--- src/rtl/d_sram_like_bridge.sv ---
// Data-side bridge: turns the M-stage single-cycle load/store into one sram_like
// req/addr_ok/data_ok transaction, stalling the pipeline until it completes.
module d_sram_like_bridge #(
   parameter int ADDR_W = 32,
   parameter int DATA_W = 32
) (
   input  logic              clk,
   input  logic              rst,
   input  logic              cpu_en,
   input  logic [3:0]        cpu_wen,
   input  logic [1:0]        cpu_size,
   input  logic [ADDR_W-1:0] cpu_addr,
   input  logic [DATA_W-1:0] cpu_wdata,
   input  logic              cpu_flush,
   input  logic              cpu_longest_stall,
   output logic [DATA_W-1:0] cpu_rdata,
   output logic              cpu_stall,
   output logic              data_req,
   output logic              data_wr,
   output logic [1:0]        data_size,
   output logic [ADDR_W-1:0] data_addr,
   output logic [DATA_W-1:0] data_wdata,
   input  logic              data_addr_ok,
   input  logic              data_data_ok,
   input  logic [DATA_W-1:0] data_rdata
);

   typedef enum logic [1:0] {
      S_IDLE = 2'd0,
      S_ADDR = 2'd1,
      S_DATA = 2'd2,
      S_DONE = 2'd3
   } state_t;

   state_t            r_state;
   logic              r_killed;
   logic              r_wr;
   logic [1:0]        r_size;
   logic [ADDR_W-1:0] r_addr;
   logic [DATA_W-1:0] r_wdata;
   logic [DATA_W-1:0] r_rdata;

   logic w_idle;
   logic w_issue;
   logic w_wr;
   logic w_kill;
   logic w_accept;
   logic w_done_ok;
   logic w_capture;

   assign w_idle    = (r_state == S_IDLE);
   assign w_issue   = w_idle & cpu_en & ~cpu_flush;
   assign w_wr      = w_idle ? (|cpu_wen) : r_wr;
   assign w_kill    = r_killed | cpu_flush;
   assign w_accept  = (w_issue | (r_state == S_ADDR)) & data_addr_ok;
   // data_ok only counts once the address has been (or is being) accepted
   assign w_done_ok = data_data_ok & (w_accept | (r_state == S_DATA));
   assign w_capture = w_done_ok & ~w_wr & ~w_kill;

   // Request fields pass straight through in IDLE so issue costs no extra cycle.
   assign data_req   = ~rst & (w_issue | (r_state == S_ADDR));
   assign data_wr    = w_wr;
   assign data_size  = w_idle ? cpu_size  : r_size;
   assign data_addr  = w_idle ? cpu_addr  : r_addr;
   assign data_wdata = w_idle ? cpu_wdata : r_wdata;

   assign cpu_stall = ~rst & cpu_en & ~cpu_flush & (r_state != S_DONE) & ~r_killed;
   assign cpu_rdata = (~rst && r_state == S_DONE) ? r_rdata : '0;

   always_ff @(posedge clk or posedge rst) begin
      if (rst) begin
         r_state  <= S_IDLE;
         r_killed <= 1'b0;
         r_wr     <= 1'b0;
         r_size   <= '0;
         r_addr   <= '0;
         r_wdata  <= '0;
         r_rdata  <= '0;
      end else begin
         if (w_capture) begin
            r_rdata <= data_rdata;
         end
         case (r_state)
            S_IDLE: begin
               if (w_issue) begin
                  r_wr    <= |cpu_wen;
                  r_size  <= cpu_size;
                  r_addr  <= cpu_addr;
                  r_wdata <= cpu_wdata;
                  if (data_addr_ok && data_data_ok) begin
                     r_state <= S_DONE;
                  end else if (data_addr_ok) begin
                     r_state <= S_DATA;
                  end else begin
                     r_state <= S_ADDR;
                  end
               end
            end
            S_ADDR: begin
               if (cpu_flush) begin
                  r_killed <= 1'b1;
               end
               if (data_addr_ok && data_data_ok) begin
                  if (w_kill) begin
                     r_state  <= S_IDLE;
                     r_killed <= 1'b0;
                  end else begin
                     r_state <= S_DONE;
                  end
               end else if (data_addr_ok) begin
                  r_state <= S_DATA;
               end
            end
            S_DATA: begin
               if (cpu_flush) begin
                  r_killed <= 1'b1;
               end
               // a killed access drains the bus and skips DONE entirely
               if (data_data_ok) begin
                  if (w_kill) begin
                     r_state  <= S_IDLE;
                     r_killed <= 1'b0;
                  end else begin
                     r_state <= S_DONE;
                  end
               end
            end
            S_DONE: begin
               if (!cpu_longest_stall || cpu_flush) begin
                  r_state <= S_IDLE;
               end
            end
            default: r_state <= S_IDLE;
         endcase
      end
   end

endmodule

--- config.mk ---
export PLATFORM = sky130hd
export DESIGN_NAME = d_sram_like_bridge
export DESIGN_NICKNAME = d
export VERILOG_FILES = /design/src/rtl/d_sram_like_bridge.sv
export SDC_FILE = /design/constraint.sdc
export NUM_CORES = 1
export LEC_CHECK = 0
export ABC_CLOCK_PERIOD_IN_PS = 9960
export BUFFER_PORTS_ARGS = -buffer_cell sky130_fd_sc_hd__buf_2
export CORE_UTILIZATION = 35
export CTS_BUF_LIST = sky130_fd_sc_hd__clkbuf_2 sky130_fd_sc_hd__clkbuf_4 sky130_fd_sc_hd__clkbuf_8
export CTS_CLUSTER_DIAMETER = 150
export DETAILED_ROUTE_END_ITERATION = 8
export SYNTH_ARGS = -nofsm -noshare
export SYNTH_HDL_FRONTEND = slang
export SYNTH_SLANG_ARGS = --single-unit
--- constraint.sdc ---
create_clock -name clk -period 9.96 [get_ports clk]
set_input_delay 1.992 -clock clk [delete_from_list [all_inputs] [get_ports clk]]
set_output_delay 1.992 -clock clk [all_outputs]
set_load 0.05 [all_outputs]
==> metrics list <==
- Total number of yosys warnings: 0
- Placeable core area: 14100 sq um
* Achievable Freq: 192.7 MHz
- The tool flagged a number of max-cap violations equal to 0.
- Counting flops and latches in the post-synthesis netlist gives 102.
* CTS tree: yes
* Post-synth design cell area: 5127 sq um
* CTS H-tree depth: 3
* Number of ports placed on the die boundary: 210
* Die boundary width: 123.0 um
* Top flip-flop cell by instance count after synthesis: dfrtp_1
* Weighted congestion at the end of routability-driven global placement: 0.7686
* Vias after detailed routing: 3979
* Share of the clock period used by the worst path: 0.5211
- Area added between synthesis and finish: 26.77%
- Clock slew seen by the registers of the worst setup and hold paths: 0.09 ns
- Buffers inserted to repair hold after CTS numbered 0.
- In this run the static leakage power is ~3.7 nW.
* Cell at the root of the clock tree: clkbuf_8
* Status: completed
- Async set or reset register ratio after synthesis: 1.000
* Kind of critical path: in -> out
* Initial standard-cell utilization of the core: 0.3637
- Across the routed clock network, the largest skew measured is between 0.01 and 0.015 ns.
- Worst hold path class: reg -> reg
- Power density over cell area: 377.2 nW/um^2
- Post-synth EDFFs: 0
* Per-instance average area after synthesis: about 10 sq um
- Maximum fanout along the worst path: 70
* Detail Route Antenna Nets: 0
- For this block, the routed nets add up to 11740 um of wire.
- Setup repair after global routing left no endpoint under its margin.
- In this run the tool buffered the top-level ports with 209 buffer cells.
* Signal arrival time at the worst endpoint: roughly 3.2 ns
- Dividing the detail-routed wire length by the instance count gives roughly 13 um.
* Net count, final: just over 800
- Floorplan row count: 43
- 0 antenna diodes ended up in the layout.
- Of the cells placed in the final design, the portion with a size suffix greater than 1 is 0.4751.
- Syn Inst Count: 503
- Setup TNS: 0 ns
- After synthesis, the netlist uses 24 different library cells.
- Part of the Yosys area used for sequential elements: 0.4978
* Initial antenna violation count: 0
- After detailed routing, the number of remaining DRC violations is 0.
- For this run, the detailed router's first-pass iteration total came to 4.
* Clock Path Buffers: 2
- The first global-routing pass estimated approximately 19000 um of wire.
- Count of endpoints failing hold in the final timing report: 0
* Maximum vdd ir drop: 0.1615 mV
* Max-slew headroom: 0.3598
- Nature of the critical path startpoint: input port
* Vias in the first global route: between 3000 and 4000
- After layout, the worst setup slack is between 4 and 5 ns.
- Number of placed cells counting well taps: 867
- For the pin with the worst max-slew slack, the measured transition is 0.9603 ns.
- Dividing the detail-routed via count by the number of cells gives 4.506.
* Total gr overflow: 0
* Post-CTS Repair Setup Buffers: 0
- Setup crit end kind: primary output
- The number of clock buffers added by TritonCTS is 9.
* Resized Gates After CTS: 0
* Clock tree sinks: around 100
- Clock latency on the worst-skew pair, taken at its later pin, is 0.37 ns.
- Count of fill cells added during filler insertion: 1370
- Pre-CTS WS: 4.747 ns
- Hold is met by 0.4803 ns.
* Detailed placement HPWL: 8255 um
* Final Max Tran Viols: 0
- The floorplan step defined a die boundary enclosing 15140 sq um.
* Final setup violation count: 0
- In the global route stage, overall resource usage came out at 0.1641.
- Nets in the synthesized netlist: 617
* Starting DRT DRC Count: between 150 and 200
- Worst Path Required: 7.97 ns
- For this run, the number of standard cells in the final layout without fillers is 883.
- Entering global routing, the biggest net connects 72 pins.
- Counting I/O delays and the setup requirement, the final critical path takes between 5 and 6 ns.
- The floorplan step set the die height to 123.0 um.
-- cells in the mapped netlist (2+ instances only) --
library cell	count	area [sq um]
a21oi_1	6	30.03
a31oi_1	2	12.51
and2_1	32	200.2
buf_1	3	11.26
buf_2	3	15.01
buf_6	3	33.78
clkbuf_1	20	75.07
dfrtp_1	102	2552
ha_1	5	62.56
inv_1	7	26.28
mux2_2	70	788.3
mux2_4	30	450.4
nand2_1	205	769.5
nand3b_1	2	15.01
nor2_1	3	11.26
o221ai_1	2	17.52
-- path summary, 6_finish.rpt --
kind | startpoint | to | slack, ns | depth (start not counted)
min reg2reg | r_wdata[6] | r_wdata[6] | 0.48 | 2
max reg2reg | r_state[0] | r_rdata[31] | 6.95 | 6
max | cpu_flush | data_req | 4.77 | 5
min in group asynchronous | rst | r_killed | 1.67 | 2
max in group asynchronous | rst | r_wdata[26] | 7.13 | 3
min | r_wdata[6] | r_wdata[6] | 0.48 | 2
-- where the power goes --
group	leakage, nW	internal, mW	switching [mW]	total (mW)
registers	1.28	0.608	0.105	0.713
logic	2.28	0.490	0.999	1.49
clock network	0.0964	0.108	0.142	0.250
-- critical path, stage by stage --
cell and delay (ns):
buf_2 0.11, nand3b_1 0.10, buf_4 0.60, a21oi_1 0.15
buf_2 0.24
-- metrics by stage --
stage | power, mW | util | area (sq um)
floorplan | 1.916 | - | 5127
global placement | 2.200 | 0.4477 | 6311
detailed placement | 2.221 | 0.4477 | 6311
CTS | 2.483 | 0.4611 | 6500
global route | 2.619 | 0.4611 | 6500
finish | 2.452 | 0.4611 | 6500
-- final cells by class --
cell class / count / area (sq um) / share of cell area
repair buffers: 213 / 1076 / 0.1655
flip-flops and latches: 102 / 2552 / 0.3927
multi-input cells: 365 / 2429 / 0.3736
inverters: 7 / 28.78 / 0.004427
clock buffers: 12 / 158.9 / 0.02445
clock inverters: 4 / 30.03 / 0.004620
well taps: 180 / 225.2 / 0.03465
-- metal layers --
layer  GRT usage  up-vias  share of wire
li1            -     2008              -
met1      0.2052     1828           0.45
met2      0.2623      130           0.45
met3     0.05212       13          0.081
met4     0.06702        0          0.016
met5           0        -              0
-- state kept, by name (all words and copies together) (netlist names) --
name and cells:
r_state 2, r_killed 1, r_wr 1, r_wdata 32, r_addr 32, r_size 2, r_rdata 32
-- cell families after synthesis --
kind of cell    Yosys count  synth area share
compound gates           13           0.01611
fa+ha+maj                 5           0.01220
buf+inv                  36           0.03148
flops                   102            0.4978
mux                     100            0.2416
simple gates            247            0.2008
-- placed cells by master (no fill, tap or decap), drive strengths merged, types with 2 or more instances in the layout --
cell	count
buf	213
nand2	205
dfrtp	102
mux2	100
and2	32
clkbuf	12
inv	8
a21oi	6
ha	5
nor2	3
nand3b	2
a31oi	2
o221ai	2
clkinv	2
(Power assumes the default switching activity.)
